### config.mk
export PLATFORM = sky130hd
export DESIGN_NAME = serial_subtractor
export DESIGN_NICKNAME = d
export VERILOG_FILES = /design/src/rtl/serial_subtractor_pkg.sv /design/src/rtl/serial_subtractor_full_subtractor.sv /design/src/rtl/serial_subtractor.sv
export SDC_FILE = /design/constraint.sdc
export NUM_CORES = 1
export LEC_CHECK = 0
export BUFFER_PORTS_ARGS = -buffer_cell sky130_fd_sc_hd__buf_4
export CAP_MARGIN = 30
export CORE_MARGIN = 4
export CORE_UTILIZATION = 35
export DETAILED_ROUTE_END_ITERATION = 12
export HOLD_SLACK_MARGIN = 0.03
export PLACE_DENSITY = 0.56
export SLEW_MARGIN = 20
export SYNTH_ARGS = -nofsm -noshare
export SYNTH_HDL_FRONTEND = slang
export SYNTH_SLANG_ARGS = --single-unit
export TNS_END_PERCENT = 30
### constraint.sdc
create_clock -name clk -period 3.31 [get_ports clk]
set_input_delay 0.331 -clock clk [delete_from_list [all_inputs] [get_ports clk]]
set_output_delay 0.331 -clock clk [all_outputs]
set_load 0.005 [all_outputs]
### src/rtl/serial_subtractor_pkg.sv
// serial_subtractor_pkg: FSM state encodings and counter-width helper
package serial_subtractor_pkg;
  localparam logic [1:0] IDLE = 2'd0;
  localparam logic [1:0] SHIFT = 2'd1;
  localparam logic [1:0] DONE = 2'd2;
  function automatic int clog2(input int v);
    int r = 0;
    while ((1 << r) < v) r++;
    return r;
  endfunction
endpackage

### src/rtl/serial_subtractor_full_subtractor.sv
// full_subtractor: one-bit gate-level subtractor cell (a, b, bin -> d = a^b^bin, bout = ~a&b | ~(a^b)&bin)
module full_subtractor (
  input  logic a,
  input  logic b,
  input  logic bin,
  output logic d,
  output logic bout
);
  logic axb, na, nx, t0, t1;
  xor g0 (axb, a, b);
  xor g1 (d, axb, bin);
  not g2 (na, a);
  and g3 (t0, na, b);
  not g4 (nx, axb);
  and g5 (t1, nx, bin);
  or  g6 (bout, t0, t1);
endmodule

### src/rtl/serial_subtractor.sv
// serial_subtractor: bit-serial a-b, one bit per clk; start in, busy/done/diff/borrow/ovf out, sync active-low rst_n
module serial_subtractor
  import serial_subtractor_pkg::*;
#(
  parameter int WIDTH = 8
) (
  input  logic             clk,
  input  logic             rst_n,
  input  logic             start,
  input  logic [WIDTH-1:0] a,
  input  logic [WIDTH-1:0] b,
  output logic             busy,
  output logic             done,
  output logic [WIDTH-1:0] diff,
  output logic             borrow,
  output logic             ovf
);
  localparam int CW = clog2(WIDTH);
  logic [1:0] state;
  logic [CW-1:0] cnt;
  logic [WIDTH-1:0] a_sh, b_sh;
  logic borrow_reg, a_msb, b_msb, d, bout;
  full_subtractor u_fs (
    .a(a_sh[0]),
    .b(b_sh[0]),
    .bin(borrow_reg),
    .d(d),
    .bout(bout)
  );
  always_ff @(posedge clk) begin
    if (!rst_n) begin
      state <= IDLE;
      cnt <= '0;
      a_sh <= '0;
      b_sh <= '0;
      a_msb <= 1'b0;
      b_msb <= 1'b0;
      borrow_reg <= 1'b0;
      diff <= '0;
    end else if (state == IDLE) begin
      if (start) begin
        a_sh <= a;
        b_sh <= b;
        a_msb <= a[WIDTH-1];
        b_msb <= b[WIDTH-1];
        borrow_reg <= 1'b0;
        diff <= '0;
        cnt <= '0;
        state <= SHIFT;
      end
    end else if (state == SHIFT) begin
      diff <= {d, diff[WIDTH-1:1]};
      borrow_reg <= bout;
      a_sh <= a_sh >> 1;
      b_sh <= b_sh >> 1;
      cnt <= cnt + 1'b1;
      state <= (cnt == CW'(WIDTH - 1)) ? DONE : SHIFT;
    end else begin
      state <= IDLE;
    end
  end
  assign busy = state != IDLE;
  assign done = state == DONE;
  assign borrow = borrow_reg;
  assign ovf = (a_msb ^ b_msb) & (diff[WIDTH-1] ^ a_msb);
endmodule
==> results of run 1 <==
[power by group through the flow]
stage | registers, mW | clock network (mW) | logic [mW]
detailed placement | 0.424 | 0 | 0.0976
floorplan | 0.421 | 0 | 0.0675
finish | 0.415 | 0.307 | 0.0963
global route | 0.417 | 0.335 | 0.109
global placement | 0.423 | 0 | 0.0948
CTS | 0.415 | 0.316 | 0.0980
[layout by cell type (no fill, tap or decap), drive strengths merged]
| cell type | synthesis | final |
|---|---|---|
| and3 | 2 | 2 |
| ha | 2 | 2 |
| nor3b | 1 | 1 |
| or2 | 2 | 2 |
| o22ai | 10 | 10 |
| o21ai | 16 | 16 |
| fa | 1 | 1 |
| a211oi | 1 | 1 |
| nand2b | 1 | 1 |
| clkbuf | 6 | 8 |
| buf | 6 | 31 |
| a21oi | 1 | 1 |
| o32ai | 1 | 1 |
| mux2i | 14 | 14 |
| inv | 3 | 3 |
| nor2b | 1 | 1 |
| dfxtp | 32 | 32 |
| o211ai | 14 | 14 |
| or3 | 1 | 1 |
| a31o | 4 | 4 |
| nand2 | 18 | 18 |
| nor2 | 5 | 5 |
[per-layer routing]
layer,routed length [um],vias up
met1,1380,534
met2,1410,25
met5,0,-
met4,49,0
li1,-,571
met3,194,7
[cell families after synthesis]
| logic type | after synthesis | share of synthesized area |
|---|---|---|
| simple gates | 31 | 0.105 |
| fa+ha+maj | 3 | 0.0325 |
| buf+inv | 15 | 0.0541 |
| flops | 32 | 0.462 |
| compound gates | 47 | 0.246 |
| mux | 14 | 0.101 |
[worst max-delay path, stage by stage, from the launching register on]
cell     delay, ns
dfxtp_1       0.77
nor2_1        0.16
inv_1         0.09
buf_4         0.11
[area by class of cell]
| class | count | area share |
|---|---|---|
| Timing Repair Buffer | 31 | 0.136 |
| Tap cell | 48 | 0.0352 |
| Inverter | 3 | 0.00660 |
| Clock buffer | 8 | 0.0528 |
| Multi-Input combinational cell | 95 | 0.394 |
| Sequential cell | 32 | 0.375 |
[final timing paths]
kind / start / endpoint / slack [ns] / cells past startpoint
setup / recovery: state[1]$_SDFFE_PN0P_ / busy / 1.57 / 3
hold / removal: a[4] / a_sh[4]$_SDFFE_PN0P_ / 0.32 / 3
setup reg to reg: state[1]$_SDFFE_PN0P_ / cnt[0]$_SDFFE_PN0P_ / 1.70 / 3
hold reg to reg: cnt[1]$_SDFFE_PN0P_ / cnt[1]$_SDFFE_PN0P_ / 0.48 / 2
==> flow_metrics.tcl, run 1 <==
set metrics [dict create \
    p_switching_uw 199 \
    drtPass1Iterations 4 \
    cts_root_buf "clkbuf_8" \
    post-route-period-util 0.525 \
    cp-end-kind "primary output" \
    p_seq_frac 0.507 \
    fin_cells 217 \
    switching_share 0.243 \
    wl_per_cell_um 14.0 \
    worst_setup_path_start_kind "flop" \
    hold_viol_final 0 \
    pin_count 31 \
    clockBufferDepth 2 \
    yosysMostFrequentCell "dfxtp_1" \
    internal_power_uw 619 \
    rsz0062_at_grt "no" \
    dp_cells 209 \
    cp.arrival_ns 1.41 \
    clkLatencyLatePin_ns 0.28 \
    cts.clk_slew.worst_paths_ns 0.06 \
    slew_headroom 0.530 \
    combPwrFrac 0.118 \
    grt.busiest_layer "met2" \
    netlist.top_cell.by_area "dfxtp_1" \
    tightest_slew_ns 0.705 \
    core_um2 3740 \
    cts_tree "built" \
    place_area_um2 1620 \
    syn_nets 164 \
    power.density_nw_per_um2 479 \
    syn2layout_area_growth_pct 23.0 \
    port_buffers 30 \
    design_area_um2 1710 \
    cts_htree_levels 2 \
    setup_slack_ns 1.57 \
    peakVddDrop_uv 248 \
    fin_crit_ns 1.74 \
    grt_util_all_layers 0.131 \
    dieArea_um2 5040 \
    synth_edf_count 0 \
    dpl_worst_slack_ns 1.66 \
    ys_top_cells_by_count "dfxtp_1 (32), nand2_1 (18), mux2i_1 (14), o211ai_1 (14)" \
    fin_util 0.456 \
    start_util 0.371 \
    synth.avg_cell_area_um2 9.77 \
    finalNetCount 190 \
    maxSlewViolCount 0 \
    grt_start_max_net_pins 37 \
    rows 22 \
    setup_tns_ns 0 \
    grt_pass1_wl_um 5260 \
    ys_ff_latch 32 \
    setup_viol 0 \
    multi_input_area_um2 672 \
    synthCells 142 \
    reg_top3 "a_sh x8, b_sh x8, diff x8" \
    antenna_found_initial 0 \
    yosysSeqAreaShare 0.462 \
    synthesis.area_um2 1390 \
    synth-main-ff-cell "dfxtp_1" \
    grt-ovfl-total 0 \
    cts_hold_buf 0 \
    globalplace.congestion 0.730 \
    synth_cell_types 27 \
    hold_ws_ns 0.319 \
    grt_pass1_vias 1143 \
    p_clk_frac 0.375 \
    cts_made_buffers 5 \
    drtAntennaViolNets 0 \
    grt_use_met3 0.0568 \
    vias 1137 \
    cp.required_ns 2.98 \
    nFillCells 386 \
    num_antenna_cells 0 \
    drtIter0Drc 48 \
    async_flop_share 0 \
    totalWireLength_um 3030 \
    drive_above_1_share 0.331 \
    postCtsSetupBuffers 0 \
    dp_hpwl_um 2140 \
    outcome "completed" \
    path_class "flop to primary output" \
    ctsResizeCount 0 \
    synth_warnings 0 \
    drc_errors 0 \
    seqCellArea_um2 641 \
    finalPower_uw 818 \
    crit_fanout 22 \
    hold_class "primary input to flop" \
    skew_ns 0.00208 \
    grtUsageMet2 0.201 \
    cts_sinks 32 \
    leakagePower_nw 0.691 \
    viasPerCell 5.24 \
    die_h_um 71.0 \
    max_freq_mhz 576 \
    grt_use_met1 0.162 \
    synthTopCellsByArea "dfxtp_1 (46%), mux2i_1 (10%), o211ai_1 (7.6%), o21ai_2 (6.3%), nand2_1 (4.9%)" \
    drv_cap 0 \
    synth_top_cell_area_share 0.462 \
    fp.dieW_um 71.0 \
]
Power figures use the tool's default switching activity.
==> run 2, diff against run 1 <==
--- a/config.mk
+++ b/config.mk
@@ -11,7 +11,7 @@
 export CORE_UTILIZATION = 35
 export DETAILED_ROUTE_END_ITERATION = 12
 export HOLD_SLACK_MARGIN = 0.03
-export PLACE_DENSITY = 0.56
+export PLACE_DENSITY = 0.58
 export SLEW_MARGIN = 20
 export SYNTH_ARGS = -nofsm -noshare
 export SYNTH_HDL_FRONTEND = slang
==> constraint.sdc (replaced) <==
create_clock -name clk -period 1.55 [get_ports clk]
set_input_delay 0.155 -clock clk [delete_from_list [all_inputs] [get_ports clk]]
set_output_delay 0.155 -clock clk [all_outputs]
set_load 0.005 [all_outputs]
==> run 2 against run 1 <==
  * Clock skew up 0.0047 ns
  * Non-clock buffer count up 3
  * Via count up 0.79%
  * Critical path type unchanged
  * Critical endpoint is now done
  * Highest routed layer unchanged
==> flow_metrics.tcl, run 2 (synthesis results as in run 1) <==
set metrics [dict create \
    tightest_slew_ns 0.747 \
    setup_tns_ns 0 \
    maxSlewViolCount 0 \
    routed.top_layer "met4" \
    clockBufferDepth 2 \
    worst_setup_path_start_kind "flop" \
    cts_made_buffers 5 \
    hold_viol_final 0 \
    drtAntennaViolNets 0 \
    rows 22 \
    drv_cap 0 \
    cts.clk_slew.worst_paths_ns 0.06 \
    cts_root_buf "clkbuf_8" \
    m1WireLength_um 1360 \
    leakagePower_nw 0.711 \
    fin_crit_ns 1.47 \
    cp-end-kind "primary output" \
    totalWireLength_um 2850 \
    post-route-period-util 0.946 \
    dpl_worst_slack_ns 0.0746 \
    cp.required_ns 1.39 \
    die_h_um 71.0 \
    clkLatencyLatePin_ns 0.28 \
    start_util 0.371 \
    met3_length_um 161 \
    crit_fanout 12 \
    num_antenna_cells 0 \
    dp_hpwl_um 2020 \
    hold_class "primary input to flop" \
    outcome "completed" \
    final_cell_mix "buf_4 (34), dfxtp_1 (32), nand2_1 (18), mux2i_1 (14), o211ai_1 (14)" \
    power.density_nw_per_um2 1020 \
    cts_htree_levels 2 \
    drtPass1Iterations 4 \
    nFillCells 408 \
    drive_above_1_share 0.351 \
    drtIter0Drc 53 \
    pin_count 31 \
    syn2layout_area_growth_pct 25.4 \
    reg_top3 "a_sh x8, b_sh x8, diff x8" \
    drc_errors 0 \
    peakVddDrop_uv 491 \
    setup_viol 0 \
    cts_tree "built" \
    multi_input_area_um2 677 \
    dieArea_um2 5040 \
    core_um2 3740 \
    rsz0062_at_grt "no" \
    skew_ns 0.00676 \
    grt_util_all_layers 0.116 \
    finalNetCount 193 \
    vias 1146 \
    met2_length_um 1300 \
    viasPerCell 5.23 \
    path_class "flop to primary output" \
    layout_commonest_cell "buf_4" \
    grt_pass1_wl_um 4690 \
    fp.dieW_um 71.0 \
    slew_headroom 0.500 \
    postCtsSetupBuffers 0 \
    wl_per_cell_um 13.0 \
    cts_sinks 32 \
    port_buffers 30 \
    antenna_found_initial 0 \
    grt-ovfl-total 0 \
    seqCellArea_um2 641 \
    cp.arrival_ns 1.31 \
    setup_slack_ns 0.0834 \
    globalplace.congestion 0.731 \
    grt_start_max_net_pins 20 \
    grt_pass1_vias 1045 \
    max_freq_mhz 682 \
]
## run 2: changes by cell type in the layout (fill, tap and decap cells not counted), sizes merged
| cell | delta |
|---|---|
| buf | +3 |
| clkbuf | -1 |
## run 2: area by class of cell
class / count / share of cell area
Timing Repair Buffer: 34 / 0.147
Tap cell: 48 / 0.0345
Multi-Input combinational cell: 95 / 0.389
Clock buffer: 7 / 0.0554
Inverter: 3 / 0.00647
Sequential cell: 32 / 0.368
## run 2: metal layers
layer,global-route usage,vias up
met5,0,-
met4,0.0501,0
met3,0.0341,3
met2,0.172,37
met1,0.155,529
li1,-,577
## run 2: worst paths after layout
kind / start / endpoint / slack (ns) / depth (start not counted)
min reg2reg: diff[0]$_SDFFE_PN0P_ / diff[0]$_SDFFE_PN0P_ / 0.47 / 2
min: a[2] / a_sh[2]$_SDFFE_PN0P_ / 0.14 / 3
max: state[1]$_SDFFE_PN0P_ / done / 0.08 / 3
max reg2reg: state[0]$_SDFFE_PN0P_ / diff[7]$_SDFFE_PN0P_ / 0.15 / 3
## run 2: report_power, final
group          switching [mW]  internal [mW]  leakage [nW]
registers              0.0241          0.863         0.262
logic                   0.108          0.102         0.399
clock network           0.280          0.395        0.0503
## run 2: critical path: stages, from the launching register on
cell and delay (ns):
dfxtp_1 0.54, buf_4 0.25, nor2b_1 0.14, buf_4 0.11
## run 2: timing repair
action / 4_1_cts / 5_1_grt
setup endpoints to repair: 0 / 15
gates resized for setup: 0 / 1
hold buffers: 0 / 0
## run 2: through the flow
stage | util | instance area, um2 | instances | power, mW | hold slack [ns]
finish | 0.465 | 1740 | 219 | 1.77 | 0.143
global placement | 0.438 | 1640 | 212 | 1.11 | 0.423
global route | 0.465 | 1740 | 219 | 1.85 | 0.151
floorplan | - | 1390 | 142 | 1.04 | 0.334
CTS | 0.464 | 1740 | 219 | 1.79 | 0.137
detailed placement | 0.438 | 1640 | 212 | 1.12 | 0.432
